## config.mk

```make
export PLATFORM = sky130hd
export DESIGN_NAME = vga_scan_gen
export DESIGN_NICKNAME = d
export VERILOG_FILES = /design/src/rtl/vga_scan_gen.sv
export SDC_FILE = /design/constraint.sdc
export NUM_CORES = 1
export LEC_CHECK = 0
export ABC_AREA = 1
export BUFFER_PORTS_ARGS = -buffer_cell sky130_fd_sc_hd__buf_2
export CORE_ASPECT_RATIO = 2
export CORE_MARGIN = 4
export CORE_UTILIZATION = 35
export DETAILED_ROUTE_END_ITERATION = 8
export GPL_TIMING_DRIVEN = 0
export PLACE_DENSITY = 0.61
export SETUP_SLACK_MARGIN = 0.02
export SYNTH_ARGS = -nofsm -noshare
export SYNTH_HDL_FRONTEND = slang
export SYNTH_SLANG_ARGS = --single-unit
```

## constraint.sdc

```tcl
create_clock -name clk25 -period 2.1 [get_ports clk25]
set_input_delay 0.315 -clock clk25 [delete_from_list [all_inputs] [get_ports clk25]]
set_output_delay 0.315 -clock clk25 [all_outputs]
set_load 0.01 [all_outputs]
```

## src/rtl/vga_scan_gen.sv

```systemverilog
// Parametrised VGA timing generator with framebuffer scan-out, pixel replication,
// RAM read-latency compensation and built-in test patterns (RGB444 output).
module vga_scan_gen #(
    parameter int H_ACTIVE    = 640,
    parameter int H_FP        = 16,
    parameter int H_SYNC      = 96,
    parameter int H_BP        = 48,
    parameter int V_ACTIVE    = 480,
    parameter int V_FP        = 10,
    parameter int V_SYNC      = 2,
    parameter int V_BP        = 33,
    parameter int HSYNC_POL   = 0,
    parameter int VSYNC_POL   = 0,
    parameter int SCALE_SHIFT = 1,
    parameter int RD_LAT      = 1,
    parameter int ADDR_W      = 18
) (
    input  logic              clk25,
    input  logic              resetn,
    input  logic [1:0]        mode,
    output logic [ADDR_W-1:0] frame_addr,
    input  logic [11:0]       frame_pixel,
    output logic [3:0]        vga_red,
    output logic [3:0]        vga_green,
    output logic [3:0]        vga_blue,
    output logic              vga_hsync,
    output logic              vga_vsync,
    output logic              frame_start
);

    localparam int HT     = H_ACTIVE + H_FP + H_SYNC + H_BP;
    localparam int VT     = V_ACTIVE + V_FP + V_SYNC + V_BP;
    localparam int H_W    = $clog2(HT + 1);
    localparam int V_W    = $clog2(VT + 1);
    localparam int REP    = 1 << SCALE_SHIFT;
    localparam int SRC_W  = H_ACTIVE >> SCALE_SHIFT;
    localparam int BAR_W  = H_ACTIVE / 8;
    localparam int BP_W   = (BAR_W > 1) ? $clog2(BAR_W) : 1;
    localparam int PIPE_D = RD_LAT + 1;
    localparam int GH_W   = (H_W < 5) ? H_W : 5;
    localparam int GV_W   = (V_W < 5) ? V_W : 5;

    localparam logic [H_W-1:0] H_LAST = H_W'(HT - 1);
    localparam logic [H_W-1:0] H_ACT  = H_W'(H_ACTIVE);
    localparam logic [H_W-1:0] HS_BEG = H_W'(H_ACTIVE + H_FP);
    localparam logic [H_W-1:0] HS_END = H_W'(H_ACTIVE + H_FP + H_SYNC);
    localparam logic [V_W-1:0] V_LAST = V_W'(VT - 1);
    localparam logic [V_W-1:0] V_ACT  = V_W'(V_ACTIVE);
    localparam logic [V_W-1:0] VS_BEG = V_W'(V_ACTIVE + V_FP);
    localparam logic [V_W-1:0] VS_END = V_W'(V_ACTIVE + V_FP + V_SYNC);
    localparam logic [V_W-1:0] REP_MASK = V_W'(REP - 1);
    localparam logic [BP_W-1:0] BAR_LAST = BP_W'(BAR_W - 1);
    localparam logic HS_ON = (HSYNC_POL != 0);
    localparam logic VS_ON = (VSYNC_POL != 0);

    typedef struct packed {
        logic       active;
        logic       hs;
        logic       vs;
        logic       fs;
        logic       grid;
        logic [2:0] bar;
    } tap_t;

    logic [H_W-1:0]    h_reg;
    logic [V_W-1:0]    v_reg;
    logic [V_W-1:0]    v_plus1;
    logic [ADDR_W-1:0] line_base_reg;
    logic [ADDR_W-1:0] frame_addr_reg;
    logic [BP_W-1:0]   bar_pos_reg;
    logic [2:0]        bar_idx_reg;
    logic [1:0]        mode_reg;
    logic              h_last;
    logic              v_last;
    logic              active;
    logic              line_step;
    tap_t              tap_cur;
    tap_t              tap_out;
    logic [11:0]       pix;

    assign h_last  = (h_reg == H_LAST);
    assign v_last  = (v_reg == V_LAST);
    assign v_plus1 = v_reg + V_W'(1);
    assign active  = (h_reg < H_ACT) && (v_reg < V_ACT);
    // Advance the line base only when the next line starts a new source row.
    assign line_step = ((v_plus1 & REP_MASK) == '0) && (v_plus1 < V_ACT);

    always_ff @(posedge clk25) begin
        if (!resetn) begin
            h_reg <= '0;
            v_reg <= '0;
        end else if (h_last) begin
            h_reg <= '0;
            v_reg <= v_last ? '0 : v_plus1;
        end else begin
            h_reg <= h_reg + H_W'(1);
        end
    end

    always_ff @(posedge clk25) begin
        if (!resetn) begin
            line_base_reg <= '0;
        end else if (h_last) begin
            if (v_last) begin
                line_base_reg <= '0;
            end else if (line_step) begin
                line_base_reg <= line_base_reg + ADDR_W'(SRC_W);
            end
        end
    end

    // Source x index is h with the replication bits dropped.
    always_ff @(posedge clk25) begin
        if (!resetn) begin
            frame_addr_reg <= '0;
        end else if (active) begin
            frame_addr_reg <= line_base_reg + ADDR_W'(h_reg >> SCALE_SHIFT);
        end else if (v_reg >= V_ACT) begin
            frame_addr_reg <= '0;
        end
    end

    assign frame_addr = frame_addr_reg;

    // Colour-bar column tracker, avoids dividing h by the bar width.
    always_ff @(posedge clk25) begin
        if (!resetn || h_last) begin
            bar_pos_reg <= '0;
            bar_idx_reg <= '0;
        end else if (bar_pos_reg == BAR_LAST) begin
            bar_pos_reg <= '0;
            bar_idx_reg <= bar_idx_reg + 3'd1;
        end else begin
            bar_pos_reg <= bar_pos_reg + BP_W'(1);
        end
    end

    always_ff @(posedge clk25) begin
        if (!resetn) begin
            mode_reg <= 2'd0;
        end else if (h_last && v_last) begin
            mode_reg <= mode;
        end
    end

    always_comb begin
        tap_cur        = '0;
        tap_cur.active = active;
        tap_cur.hs     = (h_reg >= HS_BEG) && (h_reg < HS_END);
        tap_cur.vs     = (v_reg >= VS_BEG) && (v_reg < VS_END);
        tap_cur.fs     = (h_reg == '0) && (v_reg == '0);
        tap_cur.grid   = (h_reg[GH_W-1:0] == '0) || (v_reg[GV_W-1:0] == '0);
        tap_cur.bar    = bar_idx_reg;
    end

    // Timing taps travel alongside the address and RAM read so every pin lines up.
    genvar gi;
    generate
        for (gi = 0; gi < PIPE_D; gi++) begin : g_pipe
            tap_t stage_reg;
            if (gi == 0) begin : g_first
                always_ff @(posedge clk25) begin
                    if (!resetn) begin
                        stage_reg <= '0;
                    end else begin
                        stage_reg <= tap_cur;
                    end
                end
            end else begin : g_next
                always_ff @(posedge clk25) begin
                    if (!resetn) begin
                        stage_reg <= '0;
                    end else begin
                        stage_reg <= g_pipe[gi-1].stage_reg;
                    end
                end
            end
        end
    endgenerate

    assign tap_out = g_pipe[PIPE_D-1].stage_reg;

    always_comb begin
        pix = 12'h000;
        case (mode_reg)
            2'd0: pix = frame_pixel;
            2'd1: begin
                case (tap_out.bar)
                    3'd0:    pix = 12'hFFF;
                    3'd1:    pix = 12'hFF0;
                    3'd2:    pix = 12'h0FF;
                    3'd3:    pix = 12'h0F0;
                    3'd4:    pix = 12'hF0F;
                    3'd5:    pix = 12'hF00;
                    3'd6:    pix = 12'h00F;
                    default: pix = 12'h000;
                endcase
            end
            2'd2:    pix = tap_out.grid ? 12'hFFF : 12'h000;
            default: pix = 12'h000;
        endcase
    end

    always_ff @(posedge clk25) begin
        if (!resetn) begin
            vga_red     <= 4'h0;
            vga_green   <= 4'h0;
            vga_blue    <= 4'h0;
            vga_hsync   <= ~HS_ON;
            vga_vsync   <= ~VS_ON;
            frame_start <= 1'b0;
        end else begin
            {vga_red, vga_green, vga_blue} <= tap_out.active ? pix : 12'h000;
            vga_hsync   <= tap_out.hs ? HS_ON : ~HS_ON;
            vga_vsync   <= tap_out.vs ? VS_ON : ~VS_ON;
            frame_start <= tap_out.fs;
        end
    end

endmodule

```

==> flow_metrics.tcl <==
set metrics [dict create \
    cp_max_fo 5 \
    pre_cts_slack_ns 0.164 \
    maxCapViolCount 0 \
    outcome "finished clean" \
    cts-hold-fix-buffers 0 \
    io-pin-count 49 \
    cp.arrival_ns 2.04 \
    nFillCells 1203 \
    synth_warnings 0 \
    grt_pass1_vias 3602 \
    portBuffers 47 \
    gr-usage-all-layers 0.147 \
    wire_per_inst_um 12.6 \
    finalCritPeriodShare 0.887 \
    cts.clk_slew.worst_paths_ns 0.07 \
    tightest_slew_ns 0.583 \
    power_leakage_nw 2.24 \
    netlist_area_um2 4130 \
    synth_cell_type_count 39 \
    cts_tree "yes" \
    end_kind "register" \
    crit_type "reg2reg" \
    cts_buffers 9 \
    drv_slew 0 \
    globalplace.congestion 0.875 \
    setup_viol 0 \
    drc_errors 0 \
    async_flop_share 0 \
    synth.avg_cell_area_um2 7.40 \
    core_um2 11400 \
    critPathLaunchType "register" \
    diodes 0 \
    die_area_um2 13700 \
    antenna_found_initial 0 \
    hpwl_um 7690 \
    layout_commonest_cell "nand2_1" \
    root_buffer "clkbuf_16" \
    start_util 0.362 \
    seq_area_frac_synth 0.451 \
    slew_headroom 0.611 \
    hold_viol 0 \
    viasPerCell 4.79 \
    skew_ns 0.00770 \
    h-tree-depth 3 \
    die_w_um 84.8 \
    multi_input_area_um2 1870 \
    fin_area_um2 4880 \
    crit_required_ns 2.28 \
    vdd_drop_max_mv 0.399 \
    synth_top_area_share 0.451 \
    drtPass1Iterations 4 \
    tns_ns 0 \
    hp-class "in2reg" \
    grt_max_degree 20 \
    synthesis.nets 584 \
    clockBufferDepth 2 \
    die_y_um 162 \
    drt_wl_total_um 9620 \
    drtIter0Drc 135 \
    layout_common_cells "nand2_1, dfxtp_1, inv_1, nor2_1, buf_2" \
    fin_crit_ns 1.86 \
    ant_nets 0 \
    p_total_mw 3.54 \
    clk_latency_ns 0.34 \
    synth.area.top_cells "dfxtp_1, nand2_1, inv_1" \
    area_growth_pct 18.1 \
    synth_cells 558 \
    nets 642 \
    power.density_nw_per_um2 725 \
    regArea_um2 1860 \
    row_count 55 \
    grt_first_pass_wirelength_um 16000 \
    drive_above_1_share 0.163 \
    synth_edf_count 0 \
    rsz0062_at_grt "no" \
    layout_setup_ws_ns 0.238 \
    vias 3651 \
    clock-sinks 93 \
    max_freq_mhz 537 \
    largest_reg_flops 18 \
    place_area_um2 4540 \
    yosysTopAreaCell "dfxtp_1" \
    overflow 0 \
    ys.flop_type "dfxtp_1" \
    yosys_register_bits 93 \
]
## what timing repair did
item,CTS,global route
endpoints found under the setup margin,0,16
setup buffers,0,0
gates resized for setup,0,6
## through the flow
step	hold slack, ns	utilization	instances
3_3_place_gp	0.363	0.398	747
6_report	0.254	0.427	763
3_5_place_dp	0.371	0.398	747
5_1_grt	0.294	0.427	763
2_1_floorplan	0.352	-	558
4_1_cts	0.249	0.425	763
## path summary, 6_finish.rpt
check                                             from                endpoint  slack [ns]  depth (start not counted)
worst max-delay path                          v_reg[0]  g_pipe[0].stage_reg[4]        0.24                          6
worst min-delay path                           mode[1]             mode_reg[1]        0.25                          3
worst max register to register                v_reg[0]  g_pipe[0].stage_reg[4]        0.24                          6
worst min register to register  g_pipe[1].stage_reg[5]               vga_vsync        0.38                          1
## metal layers
| metal | vias to the layer above | part of all wire | track usage |
|---|---|---|---|
| li1 | 1895 | - | - |
| met2 | 60 | 0.58 | 0.295 |
| met4 | 0 | 0.037 | 0.0793 |
| met3 | 28 | 0.033 | 0.0294 |
| met1 | 1668 | 0.35 | 0.130 |
| met5 | - | 0 | 0 |
## Yosys cell counts, types with 2 or more instances
master	count
nand2_2	6
o21ai_0	29
xnor2_1	5
nor4_1	2
buf_6	2
nand2_4	2
o21ai_2	2
o31ai_1	7
xor2_1	5
inv_2	4
nor2_4	2
dfxtp_1	93
buf_2	4
nand2_1	111
a21oi_1	29
nor3_2	2
o22ai_1	4
inv_1	88
nand4_1	4
clkbuf_1	8
a211oi_1	2
nor2_2	4
nand3_1	44
nor2_1	58
nor3_1	16
nor3b_1	3
ha_1	10
## kinds of logic after synthesis
group	share of synthesized area
AOI/OAI and AO/OA	0.103
buffers and inverters	0.103
xor gates and xnor gates	0.0212
DFF	0.451
adders and majority gates	0.0303
and+or+nand+nor	0.291
## cell type report
type,count,area share
Clock inverter,7,0.0164
Tap cell,142,0.0364
Multi-Input combinational cell,358,0.384
Buffer,14,0.0149
Sequential cell,93,0.382
Inverter,93,0.0726
Clock buffer,9,0.0462
Timing Repair Buffer,47,0.0482
## worst max-delay path, stage by stage (launching register included)
cell and delay (ns):
dfxtp_1 0.37, inv_1 0.08, ha_1 0.23, inv_1 0.13, nor3_1 0.31, nand4_1 0.13
nor4_1 0.44
## report_power, final
part           internal, mW  switching [mW]  leakage (nW)  total (mW)
sequential             1.79          0.0104         0.754        1.80
combinational        0.0439          0.0797          1.34       0.124
clock                 0.846           0.771         0.146        1.62
Note: power is estimated with default switching activity, not from simulation.
